===== src/rtl/adc_menu_pkg.sv =====
// Shared state encoding, source codes and menu-display field ids for the ADC menu controller.
// Pure declarations: no latency, no backpressure.
package adc_menu_pkg;

    typedef enum logic [1:0] {
        MS_DISPLAY = 2'd0,
        MS_SEL_SRC = 2'd1,
        MS_SEL_FMT = 2'd2,
        MS_SEL_ALG = 2'd3
    } menu_state_t;

    localparam logic [1:0] SRC_SWITCHES = 2'b00;
    localparam logic [1:0] SRC_XADC     = 2'b01;
    localparam logic [1:0] SRC_PWM      = 2'b10;
    localparam logic [1:0] SRC_R2R      = 2'b11;

    localparam logic [3:0] FIELD_SRC = 4'h1;
    localparam logic [3:0] FIELD_FMT = 4'h2;
    localparam logic [3:0] FIELD_ALG = 4'h3;

    localparam logic [1:0] FMT_RESET = 2'b01;

    function automatic logic [15:0] menu_word(input menu_state_t st, input logic [1:0] src,
                                              input logic [1:0] fmt, input logic alg);
        logic [15:0] w;
        w = 16'h0000;
        case (st)
            MS_SEL_SRC: w = {FIELD_SRC, 8'h00, 2'b00, src};
            MS_SEL_FMT: w = {FIELD_FMT, 8'h00, 2'b00, fmt};
            MS_SEL_ALG: w = {FIELD_ALG, 8'h00, 3'b000, alg};
            default:    w = 16'h0000;
        endcase
        return w;
    endfunction

endpackage


===== src/rtl/button_debouncer.sv =====
// Raw button -> 2-FF synchronizer -> debounce counter -> one-cycle press pulse on debounced rise.
// Latency DEBOUNCE_CYCLES+3 cycles from a settled raw edge; no backpressure, release gives no pulse.
module button_debouncer #(
    parameter int unsigned DEBOUNCE_CYCLES = 1_000_000
) (
    input  logic clk,
    input  logic reset,
    input  logic btn_i,
    output logic pulse_o
);

    localparam int unsigned CW = $clog2(DEBOUNCE_CYCLES + 1);

    logic          sync1_q;
    logic          sync2_q;
    logic          stable_q;
    logic          stable_d;
    logic          prev_q;
    logic          pulse_q;
    logic [CW-1:0] cnt_q;
    logic [CW-1:0] cnt_d;

    // The counter only runs while the synchronized level disagrees with the accepted one,
    // so any bounce back to the accepted level restarts the qualification window.
    always_comb begin
        stable_d = stable_q;
        cnt_d    = '0;
        if (sync2_q != stable_q) begin
            if (cnt_q == CW'(DEBOUNCE_CYCLES - 1)) begin
                stable_d = sync2_q;
            end else begin
                cnt_d = cnt_q + CW'(1);
            end
        end
    end

    always_ff @(posedge clk) begin
        if (!reset) begin
            sync1_q  <= 1'b0;
            sync2_q  <= 1'b0;
            stable_q <= 1'b0;
            prev_q   <= 1'b0;
            pulse_q  <= 1'b0;
            cnt_q    <= '0;
        end else begin
            sync1_q  <= btn_i;
            sync2_q  <= sync1_q;
            stable_q <= stable_d;
            cnt_q    <= cnt_d;
            prev_q   <= stable_q;
            pulse_q  <= stable_q & ~prev_q;
        end
    end

    assign pulse_o = pulse_q;

endmodule


===== src/rtl/adc_menu_controller.sv =====
// Three-button menu FSM selecting ADC source, output format and algorithm; commits one cycle after enter pulse.
// No backpressure; optional source auto-scan in DISPLAY under macro AUTO_SCAN_EN.
module adc_menu_controller #(
    parameter int unsigned DEBOUNCE_CYCLES = 1_000_000,
    parameter int unsigned TIMEOUT_CYCLES  = 500_000_000,
    parameter int unsigned SCAN_PERIOD     = 300_000_000
) (
    input  logic        clk,
    input  logic        reset,
    input  logic        btn_mode,
    input  logic        btn_up,
    input  logic        btn_enter,
    output logic [1:0]  adc_select,
    output logic [1:0]  bin_bcd_select,
    output logic        algorithm_select,
    output logic        menu_active,
    output logic [15:0] menu_display
);

    import adc_menu_pkg::*;

    localparam int unsigned TW = $clog2(TIMEOUT_CYCLES + 1);

    logic mode_p;
    logic up_p;
    logic enter_p;

    button_debouncer #(.DEBOUNCE_CYCLES(DEBOUNCE_CYCLES)) u_db_mode (
        .clk(clk), .reset(reset), .btn_i(btn_mode), .pulse_o(mode_p)
    );
    button_debouncer #(.DEBOUNCE_CYCLES(DEBOUNCE_CYCLES)) u_db_up (
        .clk(clk), .reset(reset), .btn_i(btn_up), .pulse_o(up_p)
    );
    button_debouncer #(.DEBOUNCE_CYCLES(DEBOUNCE_CYCLES)) u_db_enter (
        .clk(clk), .reset(reset), .btn_i(btn_enter), .pulse_o(enter_p)
    );

    menu_state_t   state_q, state_d;
    logic [1:0]    src_q, src_d;
    logic [1:0]    fmt_q, fmt_d;
    logic          alg_q, alg_d;
    logic [1:0]    p_src_q, p_src_d;
    logic [1:0]    p_fmt_q, p_fmt_d;
    logic          p_alg_q, p_alg_d;
    logic [TW-1:0] tmo_q, tmo_d;
    logic          active_q, active_d;
    logic [15:0]   disp_q, disp_d;
`ifdef AUTO_SCAN_EN
    localparam int unsigned SW = $clog2(SCAN_PERIOD + 1);
    logic          scan_q, scan_d;
    logic [SW-1:0] scan_cnt_q, scan_cnt_d;
`endif

    always_comb begin
        state_d = state_q;
        src_d   = src_q;
        fmt_d   = fmt_q;
        alg_d   = alg_q;
        p_src_d = p_src_q;
        p_fmt_d = p_fmt_q;
        p_alg_d = p_alg_q;
        tmo_d   = tmo_q;
`ifdef AUTO_SCAN_EN
        scan_d     = scan_q;
        scan_cnt_d = scan_cnt_q;
`endif
        if (state_q == MS_DISPLAY) begin
            tmo_d = '0;
            // enter is ignored here but still outranks (and so swallows) a coincident mode/up.
            if (mode_p && !enter_p) begin
                state_d = MS_SEL_SRC;
                p_src_d = src_q;
                p_fmt_d = fmt_q;
                p_alg_d = alg_q;
`ifdef AUTO_SCAN_EN
                scan_cnt_d = '0;
`endif
            end
`ifdef AUTO_SCAN_EN
            else begin
                if (up_p && !enter_p) begin
                    scan_d = ~scan_q;
                end
                if (scan_q) begin
                    if (scan_cnt_q == SW'(SCAN_PERIOD - 1)) begin
                        scan_cnt_d = '0;
                        src_d      = src_q + 2'd1;
                    end else begin
                        scan_cnt_d = scan_cnt_q + SW'(1);
                    end
                end
            end
`endif
        end else begin
            if (enter_p) begin
                src_d   = p_src_q;
                fmt_d   = p_fmt_q;
                alg_d   = p_alg_q;
                state_d = MS_DISPLAY;
`ifdef AUTO_SCAN_EN
                scan_d = 1'b0;
`endif
            end else if (mode_p) begin
                tmo_d = '0;
                case (state_q)
                    MS_SEL_SRC: state_d = MS_SEL_FMT;
                    MS_SEL_FMT: state_d = MS_SEL_ALG;
                    default:    state_d = MS_SEL_SRC;
                endcase
            end else if (up_p) begin
                tmo_d = '0;
                case (state_q)
                    MS_SEL_SRC: p_src_d = p_src_q + 2'd1;
                    MS_SEL_FMT: p_fmt_d = p_fmt_q + 2'd1;
                    default:    p_alg_d = ~p_alg_q;
                endcase
            end else if (tmo_q == TW'(TIMEOUT_CYCLES - 1)) begin
                state_d = MS_DISPLAY;
            end else begin
                tmo_d = tmo_q + TW'(1);
            end
        end

        // Status outputs are registered off next-state so they switch on the same edge as the FSM.
        active_d = (state_d != MS_DISPLAY);
        disp_d   = menu_word(state_d, p_src_d, p_fmt_d, p_alg_d);
    end

    always_ff @(posedge clk) begin
        if (!reset) begin
            state_q  <= MS_DISPLAY;
            src_q    <= SRC_XADC;
            fmt_q    <= FMT_RESET;
            alg_q    <= 1'b0;
            p_src_q  <= 2'b00;
            p_fmt_q  <= 2'b00;
            p_alg_q  <= 1'b0;
            tmo_q    <= '0;
            active_q <= 1'b0;
            disp_q   <= 16'h0000;
`ifdef AUTO_SCAN_EN
            scan_q     <= 1'b0;
            scan_cnt_q <= '0;
`endif
        end else begin
            state_q  <= state_d;
            src_q    <= src_d;
            fmt_q    <= fmt_d;
            alg_q    <= alg_d;
            p_src_q  <= p_src_d;
            p_fmt_q  <= p_fmt_d;
            p_alg_q  <= p_alg_d;
            tmo_q    <= tmo_d;
            active_q <= active_d;
            disp_q   <= disp_d;
`ifdef AUTO_SCAN_EN
            scan_q     <= scan_d;
            scan_cnt_q <= scan_cnt_d;
`endif
        end
    end

    assign adc_select       = src_q;
    assign bin_bcd_select   = fmt_q;
    assign algorithm_select = alg_q;
    assign menu_active      = active_q;
    assign menu_display     = disp_q;

endmodule


===== config.mk =====
export PLATFORM = sky130hd
export DESIGN_NAME = adc_menu_controller
export DESIGN_NICKNAME = d
export VERILOG_FILES = /design/src/rtl/adc_menu_pkg.sv /design/src/rtl/button_debouncer.sv /design/src/rtl/adc_menu_controller.sv
export SDC_FILE = /design/constraint.sdc
export NUM_CORES = 1
export LEC_CHECK = 0
export ABC_AREA = 1
export BUFFER_PORTS_ARGS = -buffer_cell sky130_fd_sc_hd__buf_2
export CAP_MARGIN = 20
export CORE_UTILIZATION = 55
export DETAILED_ROUTE_END_ITERATION = 6
export PLACE_DENSITY = 0.78
export SYNTH_ARGS = -nofsm -noshare
export SYNTH_HDL_FRONTEND = slang
export SYNTH_SLANG_ARGS = --single-unit
export TNS_END_PERCENT = 100

===== constraint.sdc =====
create_clock -name clk -period 2.29 [get_ports clk]
set_input_delay 0.1145 -clock clk [delete_from_list [all_inputs] [get_ports clk]]
set_output_delay 0.1145 -clock clk [all_outputs]
set_load 0.03 [all_outputs]

**After elaboration in Yosys (flattened, before gate mapping)**

Cells that the tools add are included.

- Reductions and logical operators: 14
- Equality and inequality tests: 13
- $add $sub $neg: 6
- Bitwise gates (word level): 13
- Multiplexer cells: 29
- Shifts and indexed selects: 0
- Magnitude comparators: 0
- Divide/modulo/power cells: 0
- Multipliers: 0

Operators by type and width:

| cell | count |
|---|---|
| two-way mux 29 bit | 3 |
| adder 20 x 1 -> 20 bit (second input constant) | 3 |
| == test 20 bit (second input constant) | 3 |
| case mux 14 bit (3 select lines) | 1 |
| two-way mux 2 bit | 18 |
| adder 29 x 1 -> 29 bit (second input constant) | 1 |
| == test 29 bit (second input constant) | 1 |
| inverter 1 bit | 10 |
| AND reduction 2 bit | 5 |
| OR reduction 3 bit | 3 |
| == test 2 bit (second input constant) | 3 |
| two-way mux 1 bit | 6 |
| adder 2 x 1 -> 2 bit (second input constant) | 2 |
| == test 2 x 1 -> 1 bit (second input constant) | 2 |
| case mux 2 bit (2 select lines) | 1 |
| OR reduction 2 bit | 2 |
| bitwise AND 1 bit | 3 |
| != test 1 bit | 3 |
| != test 3 x 1 -> 1 bit (second input constant) | 1 |
| zero test 2 bit | 1 |
| nonzero test 2 bit | 1 |
| logical AND 1 bit | 1 |
| zero test 1 bit | 1 |

- Memories kept: 0
- Latch bits: 0
- Bits of input ports: 5
- Register bits: 133
- Output and inout bits: 22
- Memory bits (writable): 0
- Word-level logic and storage cells: 103
- Memory bits (read-only): 0

**Logic depth before layout (Yosys ltp)**

- Depth in word-level cells: 8
- Depth in mapped cells: 14
- Depth with buffers taken out: 13

**Cells and area by module**

From an unflattened synthesis, not the netlist that was laid out.

- Cells, all modules: 966
- Area, all modules: 6,630.1 µm²

Modules (own cells, without submodules):

| module | sequential area each (µm²) | cells each | instances | area each (µm²) |
|---|---|---|---|---|
| button_debouncer | 500.5 | 175 | 3 | 1,263.7 |
| adc_menu_controller | 900.9 | 441 | 1 | 2,839.0 |

**Worst setup path before layout**

OpenSTA, ideal clock, no wires.

- Kind: reg-to-reg
- Start point: register tmo_q[0]
- End point: register tmo_q[10]
- Setup slack: 652 ps
- Period minus slack after synthesis: 1,638 ps
- Cell stages (with the launch flop): 13
- Required time: 2,172 ps
- Setup time: 118 ps
- Buffers on the path: 1
- Data arrival time: 1,519 ps
- Cell sequence: dfxtp_1 -> ha_1 -> nand2_1 -> nor2_4 -> nand2_2 -> nor2_4 -> nand2_4 -> nand2_8 -> o21ai_4 -> inv_4 -> buf_12 -> nand2_4 -> a21boi_2

- Word-level cells in the longest chain between the ends: 4
- Elaborated cells between the ends (all ways): 7
- Classes of those cells: add/sub: 1; eq/ne: 2; mux: 3; reduce/logical: 1

Ends and longest elaborated chain:

| element | RTL line | RTL |
|---|---|---|
| from (decl) | adc_menu_controller.sv:45 | `logic [TW-1:0] tmo_q, tmo_d;` |
| from (signal assigned) | adc_menu_controller.sv:153 | `tmo_q <= tmo_d;` |
| adder 29 x 1 -> 29 bit | adc_menu_controller.sv:120 | `tmo_d = tmo_q + TW'(1);` |
| two-way mux 29 bit | adc_menu_controller.sv:117 | `end else if (tmo_q == TW'(TIMEOUT_CYCLES - 1)) begin` |
| two-way mux 29 bit | adc_menu_controller.sv:110 | `end else if (up_p) begin` |
| two-way mux 29 bit | adc_menu_controller.sv:103 | `end else if (mode_p) begin` |

Parallel ways exist; a longest one is shown, timed or not. The select of a mux whose other input is x is not followed.
A chain may end at the register's enable or synchronous reset.

**Worst setup path after layout**

- Start point: register state_q[0]
- End point: register disp_q[0] (netlist: menu_display[0])

- Word-level cells in the longest chain between the ends: 8
- Elaborated cells between the ends (all ways): 30
- Classes of those cells: eq/ne: 5; mux: 23; reduce/logical: 2

Ends and longest elaborated chain:

| element | RTL line | RTL |
|---|---|---|
| from (decl) | adc_menu_controller.sv:38 | `menu_state_t state_q, state_d;` |
| from (signal assigned) | adc_menu_controller.sv:146 | `state_q <= state_d;` |
| == test 2 bit / == test 2 x 1 -> 1 bit (equally long branches) | adc_menu_controller.sv:105, adc_menu_controller.sv:112 |  |
| OR reduction 2 bit (no source line) | - |  |
| two-way mux 1 bit | adc_menu_controller.sv:112 | `case (state_q)` |
| two-way mux 1 bit | adc_menu_controller.sv:110 |  |
| two-way mux 1 bit | adc_menu_controller.sv:103 |  |
| two-way mux 1 bit | adc_menu_controller.sv:95 | `if (enter_p) begin` |
| two-way mux 1 bit | adc_menu_controller.sv:67 | `if (state_q == MS_DISPLAY) begin` |
| case mux 14 bit (3 select lines) * | adc_menu_pkg.sv:27 | `case (st)` |
| to (signal assigned) | adc_menu_controller.sv:155 | `disp_q <= disp_d;` |
| to (decl) | adc_menu_controller.sv:47 | `logic [15:0] disp_q, disp_d;` |

Mark *: on every way between the ends. The rest lies on a longest branch, timed or not.

==> impl_results.md <==
- Critical Path RT: 2770 ps
- Final Slew Violations: 0
- Synth area leaders: dfxtp_1, nand2_1, nor2_1, inv_1, a21oi_1
- Status: finished clean
- Seq/Total Area, Yosys: around two fifths
- Clock buffer depth: 2
- Synthesized area: about 6000 sq um
- Pwr Total: ~4.5 mW
- Routability congestion estimate: about 0.84
- CORE AREA: around 10000 sq um
- Skew-Pair Late Insertion Delay: 530 ps
- Met2 usage: a little under two fifths
- Maximum clock rate: 0.492 GHz
- Synth Register Bits: 120
- Layout Nets: 868
- Syn avg cell area: 7.14 sq um
- WP data arrival: about 2500 ps
- DR vias: 5119
- Hold Vio Cnt, Final: 0
- Port Buffers: 14
- Max-Cap Viols: 0
- WL final: 11.5 mm
- Clk_skew: 6.30 ps
- Die Wd: 105 microns
- DRC viols: 0
- DRT Pass-1 Iters: 5
- Total negative slack: 0 ps
- Ant diodes: 0
- Via density: slightly above 5
- Met3 usage in global routing: just under 6%
- Vias in the first global route: 4775
- RSZ-0062 raised after global routing: false
- Relative slew slack: 66.8%
- Final setup margin: ~260 ps
- Buf+Inv Stages, Crit Path: 3
- Mapped Cells: a little over 800
- Gr busiest metal: met2
- Crit Path Class: reg2reg
- Number of flops mapped to enable cells by yosys: 0
- Crit-path max cell delay: roughly 340 ps
- Post-placement setup slack: about 330 ps
- Postcts setup bufs: 0
- Starting Density: a little under three fifths
- Initial antenna violation count: 0
- Yosys top cell area share: 40.8%
- Layout cells sized above 1: between 10% and 20%
- CP top delay family: buffers and inverters
- DPL Wire Length: 8.03 mm
- Count of final setup violators: 0
- Yosys warns: 0
- Post-route minimum period: 2030 ps
- Total global routing overflow: 0
- Synthesis-to-finish area growth: 12.3%
- Lkg Pwr: 2.60 nW
- Grt met1 use: 26.1%
- Largest net degree at the start of global routing: 21
- CTS root buf: clkbuf_8
- CTS tree: yes
- Reg clk slew, reported paths: 60 ps
- Worst hold path type: reg2reg
- Library cells used by synthesis: 48
- # rows: 37
- Total GRT Usage: a little over a fifth
- Power Dens Cells: slightly below 700 nW/um^2
- Die height: 105 microns
- Largest area contributor in the netlist: dfxtp_1
- Final period util: 88.8%
- Placed Cells: just under 1k
- CTS sink cnt: 120
- CP cell instances: inv_1 > ha_1 > clkinv_1 > nand2_1 > a211oi_1 > a21oi_1 > nand3_1 > nand3_1 > nand2_1 > inv_1
- H-tree depth: 4
- Avg WL per Cell: ~11 microns
- Max VDD drop: 0.000576 V
- CP endpoint kind: flip-flop
- CTS buffer count: 17
- DRT antenna net count: 0
- # IOs: 27
- Die Area: 11100 sq um
- Worst-path cell with the longest stage delay: dfxtp_1
- Filler cells: 902
- DR iter-0 viols: 363
- Post-Layout Cell Count: approximately 1.0k
- Asr flop ratio synth: 0%
- CP max FO: 9
- First-pass GRT wire length: 20.0 mm
- Synth Flop Type: dfxtp_1
- Hold Slack: 378 ps
- CP startpoint kind: flip-flop
- Tightest Pin Transition: 494 ps
## layout by cell type, fill, tap and decap left out, types with 3 or more instances in the layout
cell type | synthesis | final
clkinv_2 | 0 | 5
inv_2 | 4 | 4
dfxtp_1 | 120 | 120
nand2_2 | 10 | 10
ha_1 | 7 | 7
o21a_1 | 3 | 3
clkbuf_16 | 0 | 16
conb_1 | 1 | 12
o21ai_0 | 24 | 24
nor4_1 | 4 | 4
dlygate4sd3_1 | 0 | 7
a31oi_1 | 4 | 4
nand3b_1 | 3 | 3
xor2_1 | 13 | 13
nor3_1 | 32 | 32
buf_2 | 6 | 14
xnor2_1 | 6 | 6
o211ai_1 | 4 | 4
a21oi_2 | 7 | 7
nand3_1 | 42 | 42
nand4_1 | 16 | 16
a211oi_1 | 6 | 6
clkinv_4 | 0 | 3
nor2_2 | 6 | 6
or2_2 | 4 | 4
a21oi_1 | 51 | 51
nor3b_1 | 4 | 4
nand2_1 | 168 | 168
o21ai_2 | 3 | 3
buf_4 | 14 | 6
inv_1 | 110 | 110
nor2_1 | 124 | 124
## area by class of cell
type,count,area [sq um],area share [%]
sequential,120,2400,36.3
timing repair buffer,27,185,2.80
clock buffer,18,428,6.47
inverter,116,438,6.62
tap,136,170,2.57
clock inverter,12,105,1.59
multi-input combinational,574,2890,43.6
## logic make-up after synthesis
family | Yosys count | synth area share [%]
and+or+nand+nor | 428 | 33.0
buffers and inverters | 142 | 10.9
DFF | 120 | 40.8
AOI/OAI and AO/OA | 108 | 10.9
xor gates and xnor gates | 19 | 2.83
adders and majority gates | 7 | 1.49
other | 1 | 0.0637
## power by group
part	internal (mW)	switching, mW
clock network	1.45	0.933
logic	0.0194	0.0506
registers	2.10	0.00327
## flip-flops by register name, indices dropped and copies added, names as in the netlist, 2 cells and up
name and cells:
u_db_enter.cnt_q 20, p_fmt_q 2, bin_bcd_select 2, u_db_mode.cnt_q 20, p_src_q 2, u_db_up.cnt_q 20
tmo_q 29, adc_select 2, menu_display 3, state_q 2
## routing by layer
metal  up-vias  part of all wire (%)
met1      2327                    47
met3        19                   3.2
met5         -                     0
li1       2684                     -
met2        89                    48
met4         0                   1.6
## per-stage QoR
step                      util, %  cell area (sq um)
after floorplan                 -               5930
after global placement       58.0               6010
after detailed placement     58.0               6010
after CTS                    63.8               6610
after global routing         63.8               6610
final                        63.8               6610
## final timing paths
path | end | slack [ps] | startpoint | cells past startpoint
worst max-delay path | menu_display[0]$_SDFF_PN0_ | 260 | state_q[0]$_SDFF_PN0_ | 10
worst min register to register | u_db_up.pulse_o$_SDFF_PN0_ | 380 | u_db_up.prev_q$_SDFF_PN0_ | 1
worst max register to register | menu_display[0]$_SDFF_PN0_ | 260 | state_q[0]$_SDFF_PN0_ | 10
worst min-delay path | u_db_up.pulse_o$_SDFF_PN0_ | 380 | u_db_up.prev_q$_SDFF_PN0_ | 1
## repair_timing
action | in CTS | in global routing
hold buffers | 7 | 0
resized for setup | 0 | 0
hold endpoints to repair | 5 | 0
## synthesized netlist by cell type (4+ instances only)
library cell / count
nand2_1: 168
nor2_1: 124
dfxtp_1: 120
inv_1: 110
a21oi_1: 51
nand3_1: 42
nor3_1: 32
o21ai_0: 24
nand4_1: 16
buf_4: 14
xor2_1: 13
nand2_2: 10
a21oi_2: 7
ha_1: 7
a211oi_1: 6
buf_2: 6
nor2_2: 6
xnor2_1: 6
a31oi_1: 4
buf_6: 4
inv_2: 4
nor3b_1: 4
nor4_1: 4
o211ai_1: 4
or2_2: 4
Power figures use the tool's default switching activity.
